<file path="src/rtl/ptch_integ_pkg.sv">
// Shared types, constants and saturation helpers for the pitch integrator.
package ptch_integ_pkg;

   typedef enum logic {
      ST_CAL = 1'b0,
      ST_RUN = 1'b1
   } state_t;

   localparam int unsigned PTCH_INT_W = 27;
   localparam int unsigned PTCH_SHIFT = 11;
   localparam int unsigned ACC_GAIN   = 327;
   localparam int unsigned ACC_SHIFT  = 13;

   // Clamp a 17-bit signed value into 16 bits.
   function automatic logic signed [15:0] sat16(input logic signed [16:0] x);
      if (x[16] != x[15])
         return x[16] ? 16'sh8000 : 16'sh7FFF;
      else
         return x[15:0];
   endfunction

   // Clamp a 29-bit signed value into the 27-bit integrator range.
   function automatic logic signed [26:0] sat27(input logic signed [28:0] x);
      if ((x[28:26] != 3'b000) && (x[28:26] != 3'b111))
         return x[28] ? {1'b1, 26'b0} : {1'b0, {26{1'b1}}};
      else
         return x[26:0];
   endfunction

endpackage

</file>
<file path="src/rtl/gyro_offset_cal.sv">
// Averages 2^CAL_SMPLS_LOG2 raw gyro samples into a signed offset.
module gyro_offset_cal
   import ptch_integ_pkg::*;
#(
   parameter int unsigned CAL_SMPLS_LOG2 = 4
) (
   input  logic               clk,
   input  logic               rst,
   input  logic               vld,
   input  logic signed [15:0] ptch_rt_raw,
   input  logic               clr,
   output logic signed [15:0] offset,
   output logic               done
);

   localparam int unsigned SUM_W = 16 + CAL_SMPLS_LOG2;

   logic signed [SUM_W-1:0]    cal_sum;
   logic signed [SUM_W-1:0]    sum_next;
   logic [CAL_SMPLS_LOG2-1:0]  cal_cnt;

   // Running sum including the current sample; the final average comes from this.
   always_comb begin
      sum_next = cal_sum + SUM_W'(ptch_rt_raw);
   end

   // Combinational so the caller can switch state on the same edge the offset loads.
   assign done = vld && !clr && (cal_cnt == '1);

   // Accumulate samples, latch the average on the last one; offset survives clr.
   always_ff @(posedge clk or posedge rst) begin
      if (rst) begin
         cal_sum <= '0;
         cal_cnt <= '0;
         offset  <= '0;
      end else if (clr) begin
         cal_sum <= '0;
         cal_cnt <= '0;
      end else if (vld) begin
         cal_cnt <= cal_cnt + 1'b1;
         if (cal_cnt == '1) begin
            cal_sum <= '0;
            offset  <= sum_next[SUM_W-1 -: 16];
         end else begin
            cal_sum <= sum_next;
         end
      end
   end

endmodule

</file>
<file path="src/rtl/ptch_integrator.sv">
// Gyro offset calibration followed by rate integration fused with accel pitch.
module ptch_integrator
   import ptch_integ_pkg::*;
#(
   parameter int unsigned        CAL_SMPLS_LOG2 = 4,
   parameter logic signed [15:0] AZ_OFFSET      = 16'sh00A0,
   parameter int unsigned        FUSION_GAIN    = 1024
) (
   input  logic               clk,
   input  logic               rst,
   input  logic               vld,
   input  logic signed [15:0] ptch_rt_raw,
   input  logic signed [15:0] AZ,
   input  logic               cal_req,
   output logic signed [15:0] ptch,
   output logic signed [15:0] ptch_rt,
   output logic               vld_out,
   output logic               cal_done
);

   state_t state, state_nxt;

   logic                          cal_vld;
   logic                          cal_fin;
   logic                          run_smpl;
   logic signed [15:0]            offset;
   logic signed [PTCH_INT_W-1:0]  ptch_int;
   logic signed [PTCH_INT_W-1:0]  int_new;
   logic signed [PTCH_INT_W+1:0]  int_sum;
   logic signed [PTCH_INT_W+1:0]  fusion;
   logic signed [16:0]            rt_diff;
   logic signed [16:0]            az_diff;
   logic signed [15:0]            rt_new;
   logic signed [15:0]            az_sat;
   logic signed [15:0]            ptch_acc;
   logic signed [15:0]            ptch_new;
   logic signed [25:0]            acc_prod;

   assign cal_vld  = vld && (state == ST_CAL);
   assign run_smpl = vld && !cal_req && (state == ST_RUN);

   gyro_offset_cal #(
      .CAL_SMPLS_LOG2(CAL_SMPLS_LOG2)
   ) u_cal (
      .clk         (clk),
      .rst         (rst),
      .vld         (cal_vld),
      .ptch_rt_raw (ptch_rt_raw),
      .clr         (cal_req),
      .offset      (offset),
      .done        (cal_fin)
   );

   // State register.
   always_ff @(posedge clk or posedge rst) begin
      if (rst) state <= ST_CAL;
      else     state <= state_nxt;
   end

   // Next state: cal_req always restarts calibration; CAL leaves on the last sample.
   always_comb begin
      state_nxt = state;
      if (cal_req)
         state_nxt = ST_CAL;
      else if ((state == ST_CAL) && cal_fin)
         state_nxt = ST_RUN;
   end

   // Per-sample datapath: compensated rate, accel pitch, fusion nudge, integrator.
   always_comb begin
      rt_diff  = 17'(ptch_rt_raw) - 17'(offset);
      rt_new   = sat16(rt_diff);
      az_diff  = 17'(AZ) - 17'(AZ_OFFSET);
      az_sat   = sat16(az_diff);
      acc_prod = 26'(az_sat) * 26'(ACC_GAIN);
      // Arithmetic shift then truncate: yields product bits [25:13] sign-extended.
      ptch_acc = 16'(acc_prod >>> ACC_SHIFT);
      fusion   = '0;
      if (ptch_acc > ptch)
         fusion = (PTCH_INT_W+2)'(FUSION_GAIN);
      else if (ptch_acc < ptch)
         fusion = -((PTCH_INT_W+2)'(FUSION_GAIN));
      int_sum  = (PTCH_INT_W+2)'(ptch_int) - (PTCH_INT_W+2)'(rt_new) + fusion;
      int_new  = sat27(int_sum);
      ptch_new = int_new[PTCH_INT_W-1 -: 16];
   end

   // Output and integrator registers; cal_req clears them and drops the sample.
   always_ff @(posedge clk or posedge rst) begin
      if (rst) begin
         ptch_int <= '0;
         ptch     <= '0;
         ptch_rt  <= '0;
         vld_out  <= 1'b0;
         cal_done <= 1'b0;
      end else begin
         vld_out  <= run_smpl;
         cal_done <= (state_nxt == ST_RUN);
         if (cal_req) begin
            ptch_int <= '0;
            ptch     <= '0;
            ptch_rt  <= '0;
         end else if (run_smpl) begin
            ptch_int <= int_new;
            ptch     <= ptch_new;
            ptch_rt  <= rt_new;
         end
      end
   end

endmodule

</file>
<file path="config.mk">
export PLATFORM = sky130hd
export DESIGN_NAME = ptch_integrator
export DESIGN_NICKNAME = d
export VERILOG_FILES = /design/src/rtl/ptch_integ_pkg.sv /design/src/rtl/gyro_offset_cal.sv /design/src/rtl/ptch_integrator.sv
export SDC_FILE = /design/constraint.sdc
export NUM_CORES = 1
export LEC_CHECK = 0
export CAP_MARGIN = 20
export CORE_MARGIN = 2
export CORE_UTILIZATION = 57
export CTS_CLUSTER_SIZE = 28
export DETAILED_ROUTE_END_ITERATION = 7
export DONT_BUFFER_PORTS = 1
export PLACE_DENSITY_LB_ADDON = 0.12
export RECOVER_POWER = 50
export SYNTH_ARGS = -nofsm -noshare
export SYNTH_HDL_FRONTEND = slang
export SYNTH_HIERARCHICAL = 1
export SYNTH_SLANG_ARGS = --single-unit
</file>
<file path="constraint.sdc">
create_clock -name clk -period 18 [get_ports clk]
set_clock_uncertainty 0.2 [all_clocks]
set_input_delay 3.6 -clock clk [delete_from_list [all_inputs] [get_ports clk]]
set_output_delay 3.6 -clock clk [all_outputs]
set_load 0.01 [all_outputs]
</file>
==> results.json <==
{
  "antenna_found_initial": 0,
  "post_cts_resized": 0,
  "seq_power_share_pct": 9.3,
  "hpwl_um": 19260,
  "numPortBuffers": 0,
  "syn_area_mm2": 0.01091,
  "grtUsageTotal_pct": 24.87,
  "start_kind": "input pin",
  "path_depth": 39,
  "ys_warn_count": 6,
  "fmax_ghz": 0.06398,
  "finalSetupViolCount": 0,
  "cellLeakagePower_nw": 5.349,
  "cts_sinks": 85,
  "wl_per_cell_um": 17.07,
  "yosys.cell_count.top_type": "ha_1",
  "die_w_um": 142.3,
  "yosysSeqAreaShare_pct": 19.50,
  "syn_inst": 1223,
  "core_mm2": 0.01877,
  "worstSkewPairLatency_ps": 350,
  "grt_pass1_vias": 8492,
  "ys_types": 83,
  "crit_slowest_cell": "o311ai_0",
  "power_density_mw_per_mm2": 194.0,
  "die_area_mm2": 0.02026,
  "clkPwrFrac_pct": 8.6,
  "path_class": "input pin to flip-flop",
  "outcome": "finished, violations left",
  "ys_ff_latch": 85,
  "endpoint_kind": "flip-flop",
  "die_y_um": 142.3,
  "path_delay_family": "compound AO/OA/AOI/OAI gates",
  "clk_pin_slew_ps": 60,
  "slew_viol_final": 74,
  "synthSimpleGateAreaFrac_pct": 12.71,
  "hold_path_class": "flip-flop to flip-flop",
  "synth_largest_area_cell": "ha_1",
  "grt_first_pass_wirelength_um": 40740,
  "yosys.area.top_type_share_pct": 19.73,
  "synth_compound_area_share_pct": 22.17,
  "via_count": 8627,
  "switching_share_pct": 51.21,
  "peakVddDrop_mv": 0.1274,
  "synth_fa_ha_area_share_pct": 30.93,
  "crit_arrival_ps": 15690,
  "drt-pass1-iter-count": 5,
  "cp.required_ps": 18060,
  "worst_slew_pin_slew_ps": 2141,
  "overflow": 0,
  "ioPinCount": 70,
  "cts_made_buffers": 9,
  "postCtsSetupRepairBufs": 0,
  "maxCapViolCount": 2,
  "ant_nets": 0,
  "crit_buf_inv": 0,
  "intPower_mw": 1.067,
  "synthArstFlopShare_pct": 100.0,
  "drt_wl_total_um": 24360,
  "cp_common_cell": "ha_1",
  "cts_tree": "built",
  "period_share_pct": 86.83,
  "period_minus_slack_ps": 15630,
  "cts_buffer_depth": 2,
  "routed_via_density": 6.046,
  "cp_slowest_stage_delay_ps": 760,
  "drt_iter0_markers": 394,
  "areaGrowthSynthToFinish_pct": 3.396,
  "yosys-top-cells-area": "ha_1, dfrtp_1, fa_1",
  "htreeDepth": 3,
  "synth_xor_area_share_pct": 5.576,
  "gp_routability_congestion": 0.8758,
  "grt_max_degree": 67,
  "crit_fanout": 19,
  "syn_nets": 1492,
  "synthMuxAreaShare_pct": 2.168,
  "initial_utilization_pct": 58.11,
  "r2r_cells": 27,
  "hold_depth": 2,
  "antennaDiodeCount": 0,
  "final_area_mm2": 0.01128,
  "power_frac_comb_pct": 82.1,
  "post_dp_cell_area_mm2": 0.01097,
  "finalHoldViolCount": 0,
  "violations": "max-capacitance violations, max-slew violations",
  "drc": 0,
  "switchingPower_mw": 1.120,
  "rsz0062_at_grt": "false",
  "fin_setup_tns_ps": 0,
  "slew_headroom_pct": -42.76,
  "synth_top_family_by_area": "adder cells",
  "synth-edff-count": 0,
  "avgSynthCellArea_um2": 8.917,
  "drive_gt1_share_pct": 6.203,
  "nets": 1458,
  "synth_ff_type": "dfrtp_1",
  "synth_common_cells": "ha_1, inv_1, a21oi_1, nand2_1, dfrtp_1",
  "rows": 50,
  "cts-root-buf": "clkbuf_16",
  "hold_buffers": 0
}
flip-flops by register name (all words and copies together), names as in the netlist:
register,flops
ptch_int,11
u_cal/cal_sum,20
cal_done,1
ptch_rt,16
vld_out,1
u_cal/cal_cnt,4
u_cal/offset,16
ptch,16
logic make-up after synthesis:
logic type,count (synthesis)
xor+xnor,67
buf+inv,178
mux,21
flops,85
compound gates,349
simple gates,290
fa+ha+maj,233
per-stage QoR:
step | hold WS (ps) | utilization [%] | power (mW) | worst slack (ps) | cells
after floorplan | 253.8 | - | 1.648 | 3708 | 1223
after CTS | 292.1 | 60.00 | 2.199 | 2409 | 1425
after global routing | 322.3 | 60.08 | 2.469 | 1343 | 1427
after global placement | 272.8 | 58.46 | 1.965 | 2466 | 1410
after detailed placement | 276.8 | 58.46 | 1.987 | 2067 | 1410
final | 286.9 | 60.08 | 2.187 | 2370 | 1427
worst reg2reg max path: stages (launching register included):
cell and delay, ps:
dfrtp_1 350, ha_1 170, inv_1 60, fa_1 390
a21o_1 180, a21o_1 210, a211oi_1 400, o31a_1 260
a211oi_1 100, o32ai_1 640, ha_1 220, buf_4 240
clkinv_1 350, nor2_1 560, a21oi_1 120, ha_1 310
ha_1 200, inv_1 70, fa_1 370, nand2b_1 190
a21oi_1 260, o221a_2 310, o211ai_2 150, o311ai_2 380
nor2_1 110, o211ai_2 680, o211ai_1 430, a22oi_1 280
power by group through the flow:
stage                     Combinational, mW  Clock [mW]  Sequential [mW]
final                                  1.80       0.189            0.203
after global routing                   2.06       0.201            0.204
after CTS                              1.80       0.194            0.203
after detailed placement               1.78           0            0.207
after global placement                 1.76           0            0.207
after floorplan                        1.44           0            0.206
worst paths after layout:
path,slack (ps),to,startpoint
worst max-delay path,2370,ptch[2],AZ[8]
worst min-delay path,290,u_cal/cal_sum[3],u_cal/cal_sum[3]
worst max register to register,9710,ptch[2],u_cal/offset[0]
worst min register to register,290,u_cal/cal_sum[3],u_cal/cal_sum[3]
max in group asynchronous,12340,ptch[5],rst
min in group asynchronous,2980,ptch_int[1],rst
placed cells by master, fill, tap and decap left out, types with 8 or more instances in the layout:
cell type	synthesis	routed
xor2_1	27	27
a211oi_1	28	28
a22o_1	20	20
fa_1	61	61
a21o_1	27	27
ha_1	172	172
mux2_2	18	18
a31oi_1	13	13
a21oi_1	94	93
dfrtp_1	85	85
nand3_1	19	19
nand2b_1	13	13
or3_1	13	13
nand2_1	94	94
clkbuf_16	0	9
xnor2_1	38	38
nor2b_1	14	14
nand4_1	14	14
nor2_1	67	65
o211ai_1	8	8
nor3_1	32	32
o21ai_0	60	60
o21a_1	22	22
inv_1	124	124
a22oi_1	9	9
area by class of cell:
cell class,instances,area [um^2]
multi-input combinational,960,8038
clock buffer,10,229.0
fill,1676,7492
timing repair buffer,8,60.06
tap,234,292.8
clock inverter,5,60.06
sequential,85,2127
inverter,125,469.2
per-layer routing:
metal | GRT usage [%] | vias to the layer above | share of wire, %
met5 | 0 | - | 0
met4 | 5.732 | 0 | 1.9
met3 | 6.258 | 36 | 6.0
met2 | 41.34 | 171 | 46
met1 | 32.85 | 4129 | 46
li1 | - | 4291 | -
(Power assumes the default switching activity.)
